### src/rtl/pipe_issue_ctrl.sv
// Issue controller: FIFO-buffered instructions, one issue per cycle, RAW bubbles, illegal drop.
// Issue registered one edge after the head becomes visible; in_ready drops when full or flushing.
module pipe_issue_ctrl #(
  parameter int DEPTH    = 4,
  parameter int HAZ_WIN  = 2,
  parameter int NUM_FUNC = 12
) (
  input  logic        clk1,
  input  logic        rst,
  input  logic        in_valid,
  output logic        in_ready,
  input  logic [3:0]  in_func,
  input  logic [3:0]  in_rd,
  input  logic [3:0]  in_rs1,
  input  logic [3:0]  in_rs2,
  input  logic [7:0]  in_addr,
  input  logic        hold,
  input  logic        flush,
  output logic        iss_valid,
  output logic [3:0]  iss_func,
  output logic [3:0]  iss_rd,
  output logic [3:0]  iss_rs1,
  output logic [3:0]  iss_rs2,
  output logic [7:0]  iss_addr,
  output logic        err_illegal,
  output logic        busy,
  output logic [15:0] issue_cnt,
  output logic [15:0] stall_cnt
);
  localparam int AW = $clog2(DEPTH);
  localparam logic [AW:0] CNT_FULL   = (AW+1)'(DEPTH);
  localparam logic [AW:0] CNT_ONE    = (AW+1)'(1);
  localparam logic [4:0]  NUM_FUNC_W = 5'(NUM_FUNC);

  typedef struct packed {
    logic [3:0] func;
    logic [3:0] rd;
    logic [3:0] rs1;
    logic [3:0] rs2;
    logic [7:0] addr;
  } instr_t;

  typedef enum logic [1:0] {IDLE, RUN, STALL} state_t;

  instr_t              mem_q [DEPTH];
  instr_t              mem_d [DEPTH];
  logic [AW-1:0]       wr_ptr_q, wr_ptr_d, rd_ptr_q, rd_ptr_d;
  logic [AW:0]         cnt_q, cnt_d;
  logic [HAZ_WIN-1:0]  sb_vld_q, sb_vld_d;
  logic [3:0]          sb_rd_q [HAZ_WIN];
  logic [3:0]          sb_rd_d [HAZ_WIN];
  state_t              state_q, state_d;
  instr_t              iss_q, iss_d;
  logic                iss_valid_q, iss_valid_d;
  logic                err_q, err_d;
  logic [15:0]         issue_cnt_q, issue_cnt_d;
  logic [15:0]         stall_cnt_q, stall_cnt_d;

  logic   empty, full, push, advance, raw, hazard, head_legal;
  logic   do_pop, do_issue, do_drop, do_stall, last_pop;
  instr_t head, in_instr;

  assign in_instr   = '{func: in_func, rd: in_rd, rs1: in_rs1, rs2: in_rs2, addr: in_addr};
  assign empty      = (cnt_q == '0);
  assign full       = (cnt_q == CNT_FULL);
  assign in_ready   = !full && !flush;
  assign push       = in_valid && in_ready;
  assign head       = mem_q[rd_ptr_q];
  assign head_legal = ({1'b0, head.func} < NUM_FUNC_W);
  assign advance    = !flush && !hold;

  always_comb begin
    raw = 1'b0;
    for (int i = 0; i < HAZ_WIN; i++) begin
      if (sb_vld_q[i] && (head.rs1 == sb_rd_q[i] || head.rs2 == sb_rd_q[i])) raw = 1'b1;
    end
  end

  // Illegal heads neither stall nor enter the scoreboard.
  assign hazard   = !empty && head_legal && raw;
  assign do_pop   = advance && !empty && !hazard;
  assign do_issue = do_pop && head_legal;
  assign do_drop  = do_pop && !head_legal;
  assign do_stall = advance && hazard;
  assign last_pop = do_pop && (cnt_q == CNT_ONE) && !push;

  always_comb begin
    mem_d       = mem_q;
    wr_ptr_d    = wr_ptr_q;
    rd_ptr_d    = rd_ptr_q;
    cnt_d       = cnt_q;
    sb_vld_d    = sb_vld_q;
    sb_rd_d     = sb_rd_q;
    state_d     = state_q;
    iss_d       = iss_q;
    iss_valid_d = iss_valid_q;
    err_d       = do_drop;
    issue_cnt_d = issue_cnt_q;
    stall_cnt_d = stall_cnt_q;

    if (push) begin
      mem_d[wr_ptr_q] = in_instr;
      wr_ptr_d        = wr_ptr_q + AW'(1);
    end
    if (do_pop) rd_ptr_d = rd_ptr_q + AW'(1);
    case ({push, do_pop})
      2'b10:   cnt_d = cnt_q + CNT_ONE;
      2'b01:   cnt_d = cnt_q - CNT_ONE;
      default: cnt_d = cnt_q;
    endcase

    if (do_issue) begin
      iss_d       = head;
      issue_cnt_d = issue_cnt_q + 16'd1;
    end
    if (do_stall && stall_cnt_q != 16'hFFFF) stall_cnt_d = stall_cnt_q + 16'd1;

    if (flush) begin
      wr_ptr_d    = '0;
      rd_ptr_d    = '0;
      cnt_d       = '0;
      sb_vld_d    = '0;
      iss_valid_d = 1'b0;
      state_d     = IDLE;
    end else if (!hold) begin
      iss_valid_d = do_issue;
      sb_vld_d[0] = do_issue;
      sb_rd_d[0]  = head.rd;
      for (int i = 1; i < HAZ_WIN; i++) begin
        sb_vld_d[i] = sb_vld_q[i-1];
        sb_rd_d[i]  = sb_rd_q[i-1];
      end
      case (state_q)
        IDLE:    if (!empty) state_d = RUN;
        RUN:     if (hazard) state_d = STALL;
                 else if (last_pop) state_d = IDLE;
        STALL:   if (!hazard) state_d = last_pop ? IDLE : RUN;
        default: state_d = IDLE;
      endcase
    end
  end

  always_ff @(posedge clk1) begin
    if (rst) begin
      for (int i = 0; i < DEPTH; i++) mem_q[i] <= '0;
      for (int i = 0; i < HAZ_WIN; i++) sb_rd_q[i] <= '0;
      wr_ptr_q    <= '0;
      rd_ptr_q    <= '0;
      cnt_q       <= '0;
      sb_vld_q    <= '0;
      state_q     <= IDLE;
      iss_q       <= '0;
      iss_valid_q <= 1'b0;
      err_q       <= 1'b0;
      issue_cnt_q <= '0;
      stall_cnt_q <= '0;
    end else begin
      mem_q       <= mem_d;
      sb_rd_q     <= sb_rd_d;
      wr_ptr_q    <= wr_ptr_d;
      rd_ptr_q    <= rd_ptr_d;
      cnt_q       <= cnt_d;
      sb_vld_q    <= sb_vld_d;
      state_q     <= state_d;
      iss_q       <= iss_d;
      iss_valid_q <= iss_valid_d;
      err_q       <= err_d;
      issue_cnt_q <= issue_cnt_d;
      stall_cnt_q <= stall_cnt_d;
    end
  end

  assign iss_valid   = iss_valid_q;
  assign iss_func    = iss_q.func;
  assign iss_rd      = iss_q.rd;
  assign iss_rs1     = iss_q.rs1;
  assign iss_rs2     = iss_q.rs2;
  assign iss_addr    = iss_q.addr;
  assign err_illegal = err_q;
  assign busy        = !empty || (|sb_vld_q);
  assign issue_cnt   = issue_cnt_q;
  assign stall_cnt   = stall_cnt_q;

endmodule

### config.mk
export PLATFORM = sky130hd
export DESIGN_NAME = pipe_issue_ctrl
export DESIGN_NICKNAME = d
export VERILOG_FILES = /design/src/rtl/pipe_issue_ctrl.sv
export SDC_FILE = /design/constraint.sdc
export NUM_CORES = 1
export LEC_CHECK = 0
export BUFFER_PORTS_ARGS = -buffer_cell sky130_fd_sc_hd__buf_2
export CORE_ASPECT_RATIO = 1.4
export CORE_MARGIN = 5
export CORE_UTILIZATION = 52
export CTS_CLUSTER_SIZE = 8
export DETAILED_ROUTE_END_ITERATION = 8
export GPL_ROUTABILITY_DRIVEN = 0
export MAX_ROUTING_LAYER = met4
export PLACE_DENSITY = 0.77
export SETUP_SLACK_MARGIN = 0.1
export SLEW_MARGIN = 10
export SYNTH_ARGS = -nofsm -noshare
export SYNTH_HDL_FRONTEND = slang
export SYNTH_SLANG_ARGS = --single-unit
### constraint.sdc
create_clock -name clk1 -period 3.25 [get_ports clk1]
set_input_delay 0.65 -clock clk1 [delete_from_list [all_inputs] [get_ports clk1]]
set_output_delay 0.65 -clock clk1 [all_outputs]
set_load 0.005 [all_outputs]
==> metrics.md, run 1 <==
| Metric | Value |
|---|---|
| Pre-CTS setup slack | `0.0612 ns` |
| Synthesized cell area | `0.00742 mm2` |
| Number of enable flip-flop cells after synthesis | `0` |
| CTS root buffer | `clkbuf_16` |
| Cts hold-fix bufs | `0` |
| Final Max Slew Viols | `0` |
| Hold Startpoint | `mem_q[64]` |
| Main flop type after synthesis | `dfxtp_1` |
| Hold crit path type | `reg -> reg` |
| Fill cells | `1175` |
| Yosys reg bits | `170` |
| Vias in the first global route | `6078` |
| Vias/cell | `5.67` |
| Area delta synth->final | `16.0%` |
| Pwr per Cell Area | `511 mW/mm2` |
| GRT Total Usage | `0.228` |
| Via count | `6304` |
| Setup CP Type | `reg -> reg` |
| Max cap viols | `0` |
| Status | `complete, no violations` |
| Detailed Place HPWL | `12.0 mm` |
| Worst Setup SP | `rd_ptr_q[0]` |
| Critical path's top delay family | `simple AND/OR/NAND/NOR gates` |
| Synth area leader | `dfxtp_1` |
| CTS tree | `built` |
| Die width | `111 um` |
| Worst EP arrival | `3.44 ns` |
| Final worst path period share | `0.950` |
| Clk Latency, worst-skew pair | `0.43 ns` |
| CP Data Required Time | `3.60 ns` |
| Final setup viols | `0` |
| WL final | `18.3 mm` |
| Post-Synthesis Cells | `844` |
| Bufs and invs on worst path | `2` |
| Clock skew | `0.0129 ns` |
| DRC violations left | `0` |
| Global route overflow | `0` |
| DR pass1 iterations | `5` |
| Fmax | `0.324 GHz` |
| Synth top area cells | `dfxtp_1 46%, nand2_1 12%, a21oi_1 8.4%, mux4_2 3.9%, mux4_1 3.9%` |
| Worst path cell trace | `buf_12 -> mux4_2 -> xnor2_1 -> nand4_1 -> a21boi_2 -> o21a_1 -> nor2_2 -> ha_2 -> inv_1 -> fa_1 -> xor2_1 -> or3_1 -> a21oi_1` |
| Post-synthesis sequential area ratio | `0.459` |
| Worst setup margin | `0.163 ns` |
| First-pass GRT wire length | `30.3 mm` |
| Starting Density | `0.531` |
| Synth top area share | `0.459` |
| Most common cell in the netlist | `nand2_1` |
| CP Launch Type | `register` |
| Warnings from Yosys | `0` |
| Crit path max fanout | `10` |
| I/O Buffers | `88` |
| Core Region | `0.0140 mm2` |
| Share of flip-flops with an asynchronous set or reset | `0` |
| Slew headroom | `0.606` |
| Share of cells above drive strength 1 | `0.195` |
| Largest net degree at the start of global routing | `58` |
| WL/cell | `16.5 um` |
| DR iter-0 viols | `465` |
| Initial antenna violation count | `0` |
| Clk sinks | `170` |
| Die height | `151 um` |
| Worst Setup End Kind | `register` |
| # rows | `51` |
| RSZ-0062 raised after global routing | `yes` |
| Top post-synthesis cells by count | `228 x nand2_1, 170 x dfxtp_1, 125 x a21oi_1, 49 x clkbuf_1, 44 x nor2_1` |
| Slowest-stage cell, CP | `mux4_2` |
| DIE AREA | `0.0168 mm2` |
| Final nets | `952` |
| Final ANT Viol Nets | `0` |
| H-tree Lvls | `4` |
| P_leak | `3.07 nW` |
| CTS max path bufs | `2` |
| Clk pin slew, worst setup/hold paths | `0.07 ns` |
| TNS Setup | `0 ns` |
| Syn_area_per_cell | `8.79 um2` |
| Worst slew pin tran | `0.591 ns` |
| Reg2reg start | `rd_ptr_q[0]` |
| Ports | `89` |
| Cts bufs inserted | `17` |
| Post-synth cell types | `49` |
| Fin crit period | `3.09 ns` |
| Synthesized net count | `881` |
| Maximum vdd ir drop | `0.337 mV` |
| CP max stage delay | `0.56 ns` |
| Final count of hold timing violations | `0` |
[per-layer routing]
layer,GRT usage,up-vias,share of wire,wire length (um)
met5,-,-,0,0
met3,0.0476,38,0.058,1060
met2,0.389,196,0.50,9200
met4,0.0856,0,0.021,392
li1,-,3047,-,-
met1,0.267,3023,0.42,7660
[stage by stage]
step | util | power, W | cells | hold WS [ns] | cell area [um2]
2_1_floorplan | - | 0.00229 | 844 | 0.432 | 7420
3_3_place_gp | 0.573 | 0.00236 | 1080 | 0.438 | 8010
3_5_place_dp | 0.573 | 0.00236 | 1080 | 0.442 | 8010
4_1_cts | 0.615 | 0.00443 | 1110 | 0.451 | 8590
5_1_grt | 0.616 | 0.00454 | 1111 | 0.465 | 8600
6_report | 0.616 | 0.00440 | 1112 | 0.454 | 8610
[cell usage in the layout (no fill, tap or decap), types with 3 or more instances in the layout]
cell       count
mux2_2         3
bufinv_16      3
ha_1           6
inv_1         14
o311ai_0       3
o31ai_1       11
clkbuf_16     17
buf_2         87
nor4_1         6
nor3_1         4
mux2i_1       25
and3_1         7
or3_1         10
mux4_2        19
nor2b_1        3
buf_4         21
mux4_1         5
xnor2_1       24
nor2_1        43
inv_6          3
or2_2          7
dfxtp_1      168
nand2_1      228
nand3_1       12
o41ai_1        3
nand4_1       11
or4_1         12
o21ai_0        7
a21oi_1      125
[worst reg2reg max path, stage by stage, from the launching register on]
cell and delay (ns):
dfxtp_2 0.36, buf_12 0.15, mux4_2 0.56, xnor2_1 0.16, nand4_1 0.13, a21boi_2 0.08, o21a_1 0.21, nor2_2 0.14
ha_2 0.20, inv_1 0.05, fa_1 0.36, xor2_1 0.16, or3_1 0.31, a21oi_1 0.15
[area by class of cell]
type | instances | area [um2] | area share
multi-input cells | 602 | 3680 | 0.427
flip-flops and latches | 170 | 3410 | 0.396
clock buffers | 18 | 439 | 0.0510
inverters | 14 | 52.6 | 0.00611
diodes | 1 | 2.50 | 0.000291
repair buffers | 110 | 633 | 0.0736
well taps | 185 | 231 | 0.0269
clock inverters | 12 | 165 | 0.0192
[registers in the layout (all words and copies together), names as in the netlist]
name / cells
issue_cnt: 16
stall_cnt: 16
iss_func: 4
rd_ptr_q: 2
iss_addr: 8
sb_rd_q: 8
iss_rs2: 4
mem_q: 96
cnt_q: 3
sb_vld_q: 2
iss_rd: 4
wr_ptr_q: 2
err_illegal: 1
iss_rs1: 4
[cell families (layout without fill, tap and decap cells)]
logic type | after synthesis | count (layout) | share of synthesized area
mux | 52 | 52 | 0.117
buf+inv | 72 | 154 | 0.0443
xor+xnor | 26 | 26 | 0.0307
compound gates | 162 | 162 | 0.123
flops | 170 | 170 | 0.459
other cells | 0 | 1 | 0
simple gates | 354 | 354 | 0.212
fa+ha+maj | 8 | 8 | 0.0145
[where the power goes]
group	switching (W)	total [W]	leakage (nW)	internal [W]
clock network	0.000846	0.00208	0.291	0.00123
registers	0.0000141	0.00212	1.37	0.00210
logic	0.000127	0.000200	1.40	0.0000731
total	0.000987	0.00440	3.07	0.00341
[path summary, 6_finish.rpt]
path / cells past startpoint / slack (ns) / end
worst min-delay path: 2 / 0.45 / mem_q[64]
worst min register to register: 2 / 0.45 / mem_q[64]
worst max register to register: 13 / 0.16 / cnt_q[2]
worst max-delay path: 13 / 0.16 / cnt_q[2]
[repair_timing]
item,CTS,global route
gates resized for setup,6,4
setup endpoints to repair,1,12
pin swaps,0,1
buffers inserted,0,1
Note: power is estimated with default switching activity, not from simulation.
==> run 2: changes to the inputs <==
Settings changed: CORE_MARGIN 5 to 2, CORE_UTILIZATION 52 to 58, GPL_TIMING_DRIVEN from default to 0, PLACE_DENSITY 0.77 to 0.82.
Clock period 3.25 ns to 3.08 ns, I/O delays scaled along.
==> run 2 against run 1 <==
The run now ends with negative setup slack left. Final area is 3.8% higher. Global-route usage is 8.2 points higher. Largest cell class unchanged. Critical path depth is 2 higher.
==> metrics.md, run 2 (synthesized netlist as in run 1, its figures left out) <==
| Metric | Value |
|---|---|
| Die height | `138 um (-8.9%)` |
| WL/cell | `18.2 um (+10%)` |
| Share of cells above drive strength 1 | `0.212 (+0.0170)` |
| Maximum vdd ir drop | `0.376 mV (+12%)` |
| Hold crit path type | `in -> reg` |
| Worst setup margin | `-0.125 ns (-0.288 ns)` |
| Largest net degree at the start of global routing | `17 (-71%)` |
| DRC violations left | `0 (unchanged)` |
| Diodes inserted | `0 (-1)` |
| Clk pin slew, worst setup/hold paths | `0.07 ns (about the same)` |
| Die width | `99.6 um (-10%)` |
| Pre-CTS setup slack | `-0.425 ns (-0.486 ns)` |
| Final setup viols | `1 (+1)` |
| Detailed Place HPWL | `13.5 mm (+12%)` |
| Final ANT Viol Nets | `0 (unchanged)` |
| Cts hold-fix bufs | `0 (unchanged)` |
| Final nets | `1004 (+5.5%)` |
| # rows | `48 (-5.9%)` |
| Most common cell after layout, fill and taps aside | `nand2_1` |
| Setup CP Type | `reg -> reg` |
| Crit path max fanout | `6 (-4)` |
| Worst Setup SP | `rd_ptr_q[0]` |
| Via count | `6662 (+5.7%)` |
| Most frequent cells in the layout | `227 x nand2_1, 169 x dfxtp_1, 123 x a21oi_1` |
| WL final | `20.5 mm (+12%)` |
| GRT Total Usage | `0.310 (+0.0823)` |
| P_leak | `3.18 nW (+3.7%)` |
| Status | `finished with violations` |
| Final worst path period share | `1.04 (+0.0907)` |
| RSZ-0062 raised after global routing | `yes` |
| Clk Latency, worst-skew pair | `0.44 ns (about the same)` |
| H-tree Lvls | `4 (unchanged)` |
| Worst EP arrival | `3.57 ns (+0.13 ns)` |
| Slew headroom | `0.487 (-0.119)` |
| Multi-input logic area | `0.00383 mm2 (+4.2%)` |
| CTS root buffer | `clkbuf_16` |
| Final Max Slew Viols | `0 (unchanged)` |
| Fmax | `0.312 GHz (-3.7%)` |
| Clk sinks | `170 (unchanged)` |
| Starting Density | `0.597 (+0.0659)` |
| Clock skew | `0.0140 ns (+0.00115 ns)` |
| Global route overflow | `0 (unchanged)` |
| CP max stage delay | `0.58 ns (+0.02 ns)` |
| Pwr per Cell Area | `509 mW/mm2 (-0.49%)` |
| Hold Startpoint | `in_addr[3]` |
| Cts bufs inserted | `17 (unchanged)` |
| Largest register by flop count | `mem_q` |
| Slowest-stage cell, CP | `mux4_2` |
| Core Util, Final | `0.718 (+0.102)` |
| Final count of hold timing violations | `0 (unchanged)` |
| First-pass GRT wire length | `32.0 mm (+5.7%)` |
| DR pass1 iterations | `7 (+2)` |
| Area delta synth->final | `20.3%` |
| DIE AREA | `0.0137 mm2 (-18%)` |
| CTS max path bufs | `2 (unchanged)` |
| Reg2reg start | `rd_ptr_q[0]` |
| Worst slew pin tran | `0.769 ns (+0.178 ns)` |
| Number of flip-flops in the largest register | `96 (unchanged)` |
| Design area | `0.00893 mm2 (+3.8%)` |
| Ports | `89 (unchanged)` |
| Vias in the first global route | `6497 (+6.9%)` |
| Worst Setup End Kind | `register` |
| Failing checks | `negative setup slack` |
| DP Area | `0.00806 mm2 (+0.59%)` |
| Register area | `0.00340 mm2 (about the same)` |
| Max cap viols | `0 (unchanged)` |
| Core Region | `0.0124 mm2 (-11%)` |
| I/O Buffers | `88 (unchanged)` |
| CTS tree | `built` |
| Initial antenna violation count | `0 (unchanged)` |
| Vias/cell | `5.90 (+4.1%)` |
| CP Launch Type | `register` |
| DR iter-0 viols | `592 (+27%)` |
| CP Data Required Time | `3.45 ns (-0.15 ns)` |
| Fill cells | `925 (-21%)` |
| Worst path cell trace | `buf_8 -> buf_12 -> mux4_2 -> xnor2_2 -> nand4_1 -> a21boi_2 -> buf_6 -> o21a_4 -> nor2_4 -> ha_4 -> inv_2 -> fa_2 -> xor2_1 -> or3_1 -> a21oi_1` |
| Fin crit period | `3.21 ns (+0.118 ns)` |
## run 2: path summary, 6_finish.rpt
kind               endpoint  slack [ns]  cells past startpoint
setup / recovery   cnt_q[2]       -0.13                     15
hold / removal    mem_q[75]        0.45                      3
setup reg to reg   cnt_q[2]       -0.13                     15
hold reg to reg   mem_q[26]        0.45                      2
## run 2: what timing repair did
item | CTS | global route
pin swaps | 8 | 6
setup buffers | 12 | 5
gates resized for setup | 17 | 42
setup endpoints to repair | 54 | 24
## run 2: cell type report
| cell class | instances | share of cell area |
|---|---|---|
| clock inverter | 13 | 0.0146 |
| sequential | 170 | 0.381 |
| inverter | 14 | 0.00588 |
| timing repair buffer | 105 | 0.0668 |
| buffer | 57 | 0.0335 |
| tap | 150 | 0.0210 |
| multi-input combinational | 602 | 0.429 |
| clock buffer | 18 | 0.0481 |
## run 2: stage by stage
stage	cells	TNS, ns	power (W)	hold slack [ns]
2_1_floorplan	844	-0.0272	0.00241	0.432
3_3_place_gp	1082	-7.48	0.00250	0.437
3_5_place_dp	1082	-10.22	0.00250	0.443
4_1_cts	1125	-0.0511	0.00454	0.437
5_1_grt	1129	-0.285	0.00467	0.439
6_report	1129	-0.125	0.00454	0.448
## run 2: metal layers
layer  up-vias  part of all wire  global-route usage  routed length (um)
met5         -                 0                   -                   0
li1       3155                 -                   -                   -
met1      3132              0.36               0.326                7380
met2       305              0.53               0.547               10900
met3        70             0.064              0.0654                1320
met4         0             0.044               0.160                 906
## run 2: critical path: cells and delay by family (launching register included)
kind	cells	cell delay, ns
AO/OA/AOI/OAI	3	0.46
XOR/XNOR	2	0.33
adder cells (fa/ha/maj)	2	0.47
buffers and inverters	4	0.40
flip-flops	1	0.33
multiplexers	1	0.58
AND/OR/NAND/NOR	3	0.56
## run 2: report_power, final
| part | leakage (nW) | internal [W] | switching [W] |
|---|---|---|---|
| clock | 0.261 | 0.00113 | 0.000941 |
| combinational | 1.55 | 0.0000858 | 0.000153 |
| sequential | 1.37 | 0.00222 | 0.0000139 |
